--- config.mk ---
export PLATFORM = sky130hd
export DESIGN_NAME = rvc_fetch_aligner
export DESIGN_NICKNAME = d
export VERILOG_FILES = /design/src/rtl/rvc_pkg.sv /design/src/rtl/rvc_expand.sv /design/src/rtl/rvc_fetch_aligner.sv
export SDC_FILE = /design/constraint.sdc
export NUM_CORES = 1
export LEC_CHECK = 0
export CORE_MARGIN = 5
export CORE_UTILIZATION = 40
export DETAILED_ROUTE_END_ITERATION = 12
export PLACE_DENSITY = 0.7
export RECOVER_POWER = 100
export SETUP_SLACK_MARGIN = 0.15
export SLEW_MARGIN = 25
export SYNTH_ARGS = -nofsm -noshare
export SYNTH_HDL_FRONTEND = slang
export SYNTH_SLANG_ARGS = --single-unit
--- constraint.sdc ---
create_clock -name clk -period 5.6 [get_ports clk]
set_clock_uncertainty 0.05 [all_clocks]
set_input_delay 1.68 -clock clk [delete_from_list [all_inputs] [get_ports clk]]
set_output_delay 1.68 -clock clk [all_outputs]
set_load 0.02 [all_outputs]
--- src/rtl/rvc_pkg.sv ---
// Shared RV32 opcode, funct3 and RVC selector constants for the fetch aligner
// and the compressed-instruction expander.
package rvc_pkg;

  localparam logic [6:0] OP     = 7'b0110011,
                         OP_IMM = 7'b0010011,
                         LOAD   = 7'b0000011,
                         STORE  = 7'b0100011,
                         BRANCH = 7'b1100011,
                         JAL    = 7'b1101111,
                         JALR   = 7'b1100111,
                         LUI    = 7'b0110111,
                         SYSTEM = 7'b1110011;

  localparam logic [2:0] F3_ADD = 3'b000, F3_SLL = 3'b001, F3_W   = 3'b010,
                         F3_XOR = 3'b100, F3_SR  = 3'b101, F3_OR  = 3'b110,
                         F3_AND = 3'b111, F3_BEQ = 3'b000, F3_BNE = 3'b001;

  localparam logic [4:0] X_ZERO = 5'd0, X_RA = 5'd1, X_SP = 5'd2;

  localparam logic [1:0] Q0 = 2'b00, Q1 = 2'b01, Q2 = 2'b10;

  // Selectors are {quadrant, funct3} of the 16-bit encoding.
  localparam logic [4:0] C_ADDI4SPN = {Q0, 3'b000}, C_LW   = {Q0, 3'b010},
                         C_SW       = {Q0, 3'b110}, C_ADDI = {Q1, 3'b000},
                         C_JAL      = {Q1, 3'b001}, C_LI   = {Q1, 3'b010},
                         C_LUI      = {Q1, 3'b011}, C_MISC = {Q1, 3'b100},
                         C_J        = {Q1, 3'b101}, C_BEQZ = {Q1, 3'b110},
                         C_BNEZ     = {Q1, 3'b111}, C_SLLI = {Q2, 3'b000},
                         C_LWSP     = {Q2, 3'b010}, C_JR_ADD = {Q2, 3'b100},
                         C_SWSP     = {Q2, 3'b110};

  function automatic logic [4:0] creg(input logic [2:0] r);
    return {2'b01, r};
  endfunction

endpackage

--- src/rtl/rvc_expand.sv ---
// Combinational RV32C (integer subset) to RV32I expander; reserved encodings
// raise o_illegal and pass the raw halfword through zero-extended.
module rvc_expand
  import rvc_pkg::*;
(
  input  logic [15:0] i_inst,
  output logic [31:0] o_inst,
  output logic        o_illegal
);

  logic [4:0]  w_rd, w_rs2, w_rdp, w_rs1p;
  logic [11:0] w_imm6, w_sp_imm;
  logic [20:1] w_j_imm;
  logic [12:1] w_b_imm;
  logic [31:0] w_exp;
  logic        w_ill;

  assign w_rd     = i_inst[11:7];
  assign w_rs2    = i_inst[6:2];
  assign w_rdp    = creg(i_inst[4:2]);
  assign w_rs1p   = creg(i_inst[9:7]);
  assign w_imm6   = {{7{i_inst[12]}}, i_inst[6:2]};
  assign w_sp_imm = {{3{i_inst[12]}}, i_inst[4:3], i_inst[5], i_inst[2], i_inst[6], 4'b0};
  assign w_j_imm  = {{9{i_inst[12]}}, i_inst[12], i_inst[8], i_inst[10:9], i_inst[6],
                     i_inst[7], i_inst[2], i_inst[11], i_inst[5:3]};
  assign w_b_imm  = {{4{i_inst[12]}}, i_inst[12], i_inst[6:5], i_inst[2],
                     i_inst[11:10], i_inst[4:3]};

  // NOTE: every output of an always_comb gets a default first, so no path can leave it unassigned and infer a latch.
  always_comb begin
    w_exp = 32'h0;
    w_ill = 1'b0;
    case ({i_inst[1:0], i_inst[15:13]})
      C_ADDI4SPN: begin
        w_exp = {2'b00, i_inst[10:7], i_inst[12:11], i_inst[5], i_inst[6], 2'b00,
                 X_SP, F3_ADD, w_rdp, OP_IMM};
        w_ill = (i_inst[12:5] == 8'h0);
      end
      C_LW:   w_exp = {5'b0, i_inst[5], i_inst[12:10], i_inst[6], 2'b00, w_rs1p, F3_W, w_rdp, LOAD};
      C_SW:   w_exp = {5'b0, i_inst[5], i_inst[12], w_rdp, w_rs1p, F3_W,
                       i_inst[11:10], i_inst[6], 2'b00, STORE};
      C_ADDI: w_exp = {w_imm6, w_rd, F3_ADD, w_rd, OP_IMM};
      C_JAL:  w_exp = {w_j_imm[20], w_j_imm[10:1], w_j_imm[11], w_j_imm[19:12], X_RA, JAL};
      C_LI:   w_exp = {w_imm6, X_ZERO, F3_ADD, w_rd, OP_IMM};
      C_LUI: begin
        w_ill = ({i_inst[12], i_inst[6:2]} == 6'h0);
        if (w_rd == X_SP) w_exp = {w_sp_imm, X_SP, F3_ADD, X_SP, OP_IMM};
        else              w_exp = {{15{i_inst[12]}}, i_inst[6:2], w_rd, LUI};
      end
      C_MISC: begin
        case (i_inst[11:10])
          2'b00: begin
            w_exp = {7'b0, i_inst[6:2], w_rs1p, F3_SR, w_rs1p, OP_IMM};
            w_ill = i_inst[12];
          end
          2'b01: begin
            w_exp = {7'b0100000, i_inst[6:2], w_rs1p, F3_SR, w_rs1p, OP_IMM};
            w_ill = i_inst[12];
          end
          2'b10: w_exp = {w_imm6, w_rs1p, F3_AND, w_rs1p, OP_IMM};
          default: begin
            w_ill = i_inst[12];
            case (i_inst[6:5])
              2'b00:   w_exp = {7'b0100000, w_rdp, w_rs1p, F3_ADD, w_rs1p, OP};
              2'b01:   w_exp = {7'b0, w_rdp, w_rs1p, F3_XOR, w_rs1p, OP};
              2'b10:   w_exp = {7'b0, w_rdp, w_rs1p, F3_OR, w_rs1p, OP};
              default: w_exp = {7'b0, w_rdp, w_rs1p, F3_AND, w_rs1p, OP};
            endcase
          end
        endcase
      end
      C_J:    w_exp = {w_j_imm[20], w_j_imm[10:1], w_j_imm[11], w_j_imm[19:12], X_ZERO, JAL};
      C_BEQZ: w_exp = {w_b_imm[12], w_b_imm[10:5], X_ZERO, w_rs1p, F3_BEQ,
                       w_b_imm[4:1], w_b_imm[11], BRANCH};
      C_BNEZ: w_exp = {w_b_imm[12], w_b_imm[10:5], X_ZERO, w_rs1p, F3_BNE,
                       w_b_imm[4:1], w_b_imm[11], BRANCH};
      C_SLLI: begin
        w_exp = {7'b0, i_inst[6:2], w_rd, F3_SLL, w_rd, OP_IMM};
        w_ill = i_inst[12];
      end
      C_LWSP: begin
        w_exp = {4'b0, i_inst[3:2], i_inst[12], i_inst[6:4], 2'b00, X_SP, F3_W, w_rd, LOAD};
        w_ill = (w_rd == X_ZERO);
      end
      C_SWSP: w_exp = {4'b0, i_inst[8:7], i_inst[12], w_rs2, X_SP, F3_W,
                       i_inst[11:9], 2'b00, STORE};
      C_JR_ADD: begin
        if (!i_inst[12]) begin
          if (w_rs2 == X_ZERO) begin
            w_exp = {12'h0, w_rd, F3_ADD, X_ZERO, JALR};
            w_ill = (w_rd == X_ZERO);
          end else begin
            w_exp = {7'b0, w_rs2, X_ZERO, F3_ADD, w_rd, OP};
          end
        end else if (w_rs2 == X_ZERO) begin
          if (w_rd == X_ZERO) w_exp = {12'h001, X_ZERO, 3'b000, X_ZERO, SYSTEM};
          else                w_exp = {12'h0, w_rd, F3_ADD, X_RA, JALR};
        end else begin
          w_exp = {7'b0, w_rs2, w_rd, F3_ADD, w_rd, OP};
        end
      end
      default: w_ill = 1'b1;
    endcase
  end

  assign o_illegal = w_ill;
  assign o_inst    = w_ill ? {16'h0, i_inst} : w_exp;

endmodule

--- src/rtl/rvc_fetch_aligner.sv ---
// Halfword ring buffer between instruction memory and decode: realigns 16/32-bit
// instructions (including word-straddling ones) and expands RVC encodings.
module rvc_fetch_aligner
  import rvc_pkg::*;
#(
  parameter int unsigned DEPTH_HW = 8,
  parameter logic [31:0] RESET_PC = 32'h0
) (
  input  logic                        clk,
  input  logic                        rst,
  input  logic                        fetch_valid,
  output logic                        fetch_ready,
  input  logic [31:0]                 fetch_data,
  input  logic                        flush,
  input  logic [31:0]                 flush_pc,
  output logic                        out_valid,
  input  logic                        out_ready,
  output logic [31:0]                 out_inst,
  output logic [31:0]                 out_pc,
  output logic                        out_is_c,
  output logic                        out_illegal,
  output logic [$clog2(DEPTH_HW):0]   occupancy
);

  localparam int unsigned PTR_W = $clog2(DEPTH_HW);
  localparam int unsigned CNT_W = PTR_W + 1;
  localparam logic [CNT_W-1:0] FULL_LIM = CNT_W'(DEPTH_HW - 2);

  logic [15:0]      r_buf [DEPTH_HW];
  logic [PTR_W-1:0] r_rd_ptr, r_wr_ptr;
  logic [CNT_W-1:0] r_count;
  logic [31:0]      r_pc;
  logic             r_drop_low;

  logic [PTR_W-1:0] w_rd_ptr1, w_wr_ptr1;
  logic [15:0]      w_hw0, w_hw1;
  logic [31:0]      w_exp;
  logic             w_exp_ill, w_is_c, w_push, w_pop, w_unused;
  logic [CNT_W-1:0] w_push_n, w_pop_n;

  assign w_unused  = flush_pc[0];
  assign w_rd_ptr1 = r_rd_ptr + PTR_W'(1);
  assign w_wr_ptr1 = r_wr_ptr + PTR_W'(1);
  assign w_hw0     = r_buf[r_rd_ptr];
  assign w_hw1     = r_buf[w_rd_ptr1];
  assign w_is_c    = (w_hw0[1:0] != 2'b11);

  rvc_expand u_expand (
    .i_inst    (w_hw0),
    .o_inst    (w_exp),
    .o_illegal (w_exp_ill)
  );

  // Handshake outputs depend only on registered state, never on the partner's valid/ready.
  assign fetch_ready = (r_count <= FULL_LIM);
  assign out_valid   = w_is_c ? (r_count != '0) : (r_count >= CNT_W'(2));
  assign out_inst    = w_is_c ? w_exp : {w_hw1, w_hw0};
  assign out_pc      = r_pc;
  assign out_is_c    = w_is_c;
  assign out_illegal = w_is_c & w_exp_ill;
  assign occupancy   = r_count;

  assign w_push   = fetch_valid & fetch_ready & ~flush & ~rst;
  assign w_pop    = out_valid & out_ready & ~flush & ~rst;
  assign w_push_n = w_push ? (r_drop_low ? CNT_W'(1) : CNT_W'(2)) : '0;
  assign w_pop_n  = w_pop ? (w_is_c ? CNT_W'(1) : CNT_W'(2)) : '0;

  // NOTE: the halfword array has no reset; count and pointers alone decide which entries are meaningful.
  always_ff @(posedge clk) begin
    if (w_push) begin
      if (r_drop_low) begin
        r_buf[r_wr_ptr] <= fetch_data[31:16];
      end else begin
        r_buf[r_wr_ptr]  <= fetch_data[15:0];
        r_buf[w_wr_ptr1] <= fetch_data[31:16];
      end
    end
  end

  // NOTE: sequential state uses non-blocking assignments so every register sees pre-edge values.
  always_ff @(posedge clk) begin
    if (rst || flush) begin
      r_rd_ptr   <= '0;
      r_wr_ptr   <= '0;
      r_count    <= '0;
      r_pc       <= rst ? {RESET_PC[31:1], 1'b0} : {flush_pc[31:1], 1'b0};
      r_drop_low <= rst ? RESET_PC[1] : flush_pc[1];
    end else begin
      r_rd_ptr <= r_rd_ptr + w_pop_n[PTR_W-1:0];
      r_wr_ptr <= r_wr_ptr + w_push_n[PTR_W-1:0];
      r_count  <= r_count + w_push_n - w_pop_n;
      r_pc     <= r_pc + 32'({w_pop_n, 1'b0});
      if (w_push) r_drop_low <= 1'b0;
    end
  end

endmodule

==> flow_summary.ini, run 1 <==
[yosys]
synth_nets = 1059
synth_top_cell_by_area = edfxtp_1
synth_common_cells = mux2_2 (146), edfxtp_1 (129), nor2_1 (96)
syn_inst = 973
synth.area.top_cells = edfxtp_1 (34%), mux2_2 (14%), mux4_2 (12%)
synth_fa_ha_area_frac = 0.0220
synth-seq-cells = 170
avgSynthCellArea_um2 = 11.7
synth-seq-area-share = 0.414
synth_top_family_by_area = multiplexers
synth_ff_type = edfxtp_1
synth-edff-count = 129
synth_top_area_share = 0.341
synthArstFlopShare = 0
synth_compound_area_frac = 0.0910
yosysMostFrequentCell = mux2_2
synthSimpleGateAreaFrac = 0.106
synthXorXnorAreaFrac = 0.0247
ys_types = 69
yosys_warnings = 0
muxShareOfSynthArea = 0.311
syn_area_mm2 = 0.0114

[floorplan]
core_area_mm2 = 0.0279
die_w_um = 178
start_util = 0.406
dieArea_mm2 = 0.0318
pin_count = 141
die_h_um = 178
num_rows = 61

[clock_tree]
cts_tree = done
clk_latency_ns = 0.43
cts_root_buf = clkbuf_16
cts_hold_buf = 0
path_clk_slew_ns = 0.07
numClockSinks = 170
h-tree-depth = 4
cts_made_buffers = 17
cts_buffer_depth = 2

[power_and_ir_drop]
internal_power_uw = 2190
peakVddDrop_mv = 0.207
leakagePower_uw = 0.00481
p_seq_frac = 0.471
clock_power_share = 0.366
swShare = 0.267
p_sw_uw = 799
power_density_mw_per_mm2 = 214
comb_power_share = 0.163

[critical_path]
cp.arrival_ns = 3.70
reg2reg_depth = 18
crit_family = multiplexers
cpPeakStageDelay_ns = 0.53
path_cells = buf_12, mux4_2, mux2_1, a211oi_2, and3b_2, buf_4, a22oi_1, o211ai_2, buf_4, inv_4, mux2_2, dlygate4sd2_1
critPathMaxFanout = 12
crit_top_cell = buf_4
setup.worst_path.class = reg2out
crit_path_end_kind = output port
path_buf_inv = 5
cp.depth = 12
cp-start-kind = flip-flop
slowest_stage = mux4_2
worstPathRequired_ns = 3.87

[timing]
timing.fmax_mhz = 184
relSlewSlack = 0.0289
rsz0062_at_grt = true
fin_setup_tns_ns = 0
hold_viol = 0
tightest_slew_ns = 1.46
fin_crit_sh = 0.969
period_needed_ns = 5.43
setup_viol = 0
final_max_slew_viol_count = 0

[outcome]
outcome = complete, no violations

[job]
max_cap_viol_count = 0

[layout]
multi_input_comb_area_mm2 = 0.00636
num_antenna_cells = 0
seq_area_mm2 = 0.00470
syn2layout_area_growth_pct = 23.3
fin_util = 0.501
drive_gt1_frac = 0.284
fill_cells = 2501
final_nets = 1233

[routing]
via_count = 9093
ant_nets = 0
route.detailed.drc = 0
routed_via_density = 5.91
wire_per_inst_um = 22.1
initialDrtViolationCount = 1069
firstDrtPassIters = 6
finalWirelength_um = 33900

[global_route]
grt_max_degree = 56
grt_remaining_overflow = 0
first_global_vias = 9181
grt_pass1_wl_um = 52500
antenna_found_initial = 0
grt_util_all_layers = 0.214

[placement]
place_hpwl_um = 24400
globalplace.congestion = 1.01
io_buffers = 138

[min_path]
min_path_cells = 2
hold_path_class = reg2reg
worst reg2reg max path, stage by stage, from the launching register on:
cell      delay (ns)
dfxtp_4         0.46
buf_4           0.18
buf_4           0.20
mux2i_2         0.32
a22oi_1         0.20
and2_0          0.24
buf_4           0.17
nand2_1         0.07
buf_4           0.28
o2111a_1        0.31
ha_1            0.24
a21o_1          0.17
nor4b_1         0.56
nand4_1         0.38
nor2_1          0.42
nand3_1         0.15
xnor2_1         0.15
mux2i_1         0.13
nor2_1          0.05
cell families after synthesis:
group,Yosys count
AO/OA/AOI/OAI,158
other,1
flip-flops,170
buffers and inverters,76
multiplexers,258
XOR/XNOR,32
adder cells (fa/ha/maj),17
AND/OR/NAND/NOR,261
final cells by class:
| class | instances | share of cell area |
|---|---|---|
| Clock buffer | 18 | 0.0307 |
| Timing Repair Buffer | 216 | 0.133 |
| Multi-Input combinational cell | 727 | 0.454 |
| Sequential cell | 170 | 0.336 |
| Inverter | 15 | 0.00420 |
| Clock inverter | 14 | 0.00814 |
| Tap cell | 378 | 0.0338 |
power by group through the flow:
stage	clock network [uW]	logic (uW)	registers, uW
CTS	1110	496	1410
finish	1090	488	1410
detailed placement	0	502	1440
floorplan	0	266	1450
global placement	0	496	1430
global route	1160	524	1410
flip-flops by register name (all words and copies together) (netlist names):
name        count
r_rd_ptr        3
occupancy       4
r_buf         128
out_pc         31
r_wr_ptr        3
r_drop_low      1
layout by cell type (no fill, tap or decap), drive strengths merged, types with 6 or more instances in the layout:
master	Yosys	final
and2	12	12
xnor2	16	16
or3	8	8
nand4	7	7
nor3	14	14
inv	15	20
dlygate4sd2	0	9
clkinv	0	7
mux2i	48	48
dfxtp	41	41
nor4	6	6
clkbuf	40	57
a21oi	46	46
edfxtp	129	129
xor2	16	16
nor2	96	96
nand2	64	64
mux2	150	150
dlygate4sd3	0	39
clkdlybuf4s50	0	68
and3	11	11
o21ai	33	33
ha	12	12
o22ai	16	16
a31oi	6	6
nand3	21	21
mux4	60	60
buf	21	58
nor2b	8	8
per-stage QoR:
| stage | hold WS, ns | instance area, um^2 | cells | worst slack (ns) | total power, uW |
|---|---|---|---|---|---|
| 5_1_grt | 0.588 | 14000 | 1538 | 0.0444 | 3090 |
| 4_1_cts | 0.563 | 14100 | 1536 | 0.114 | 3020 |
| 2_1_floorplan | 0.593 | 11400 | 973 | 0.764 | 1710 |
| 3_3_place_gp | 0.524 | 13500 | 1499 | 0.178 | 1930 |
| 6_report | 0.545 | 14000 | 1538 | 0.171 | 2990 |
| 3_5_place_dp | 0.548 | 13500 | 1499 | 0.140 | 1940 |
path summary, 6_finish.rpt:
kind | from | end | slack (ns)
max | r_rd_ptr[0] | out_inst[15] | 0.17
max reg2reg | r_rd_ptr[0] | out_pc[26] | 0.69
min reg2reg | out_pc[1] | out_pc[1] | 0.54
min | out_pc[1] | out_pc[1] | 0.54
metal layers:
| layer | routed length (um) | vias up | share of wire | track usage |
|---|---|---|---|---|
| li1 | - | 4117 | - | - |
| met1 | 14000 | 4441 | 0.41 | 0.284 |
| met2 | 16400 | 448 | 0.48 | 0.354 |
| met3 | 2660 | 87 | 0.079 | 0.0392 |
| met4 | 897 | 0 | 0.026 | 0.0691 |
| met5 | 0 | - | 0 | 0 |
repair_timing:
action                                  CTS  global route
endpoints found under the setup margin   33            31
gates resized for setup                  38            60
pin swaps                                 2             2
cloned                                    1             0
setup buffers                             4             2
(Power assumes the default switching activity.)
==> run 2, diff against run 1 <==
CTS_CLUSTER_DIAMETER = 200   (was default)
==> results of run 2 <==
Final layout, timing and power as in run 1 (identical DEF).
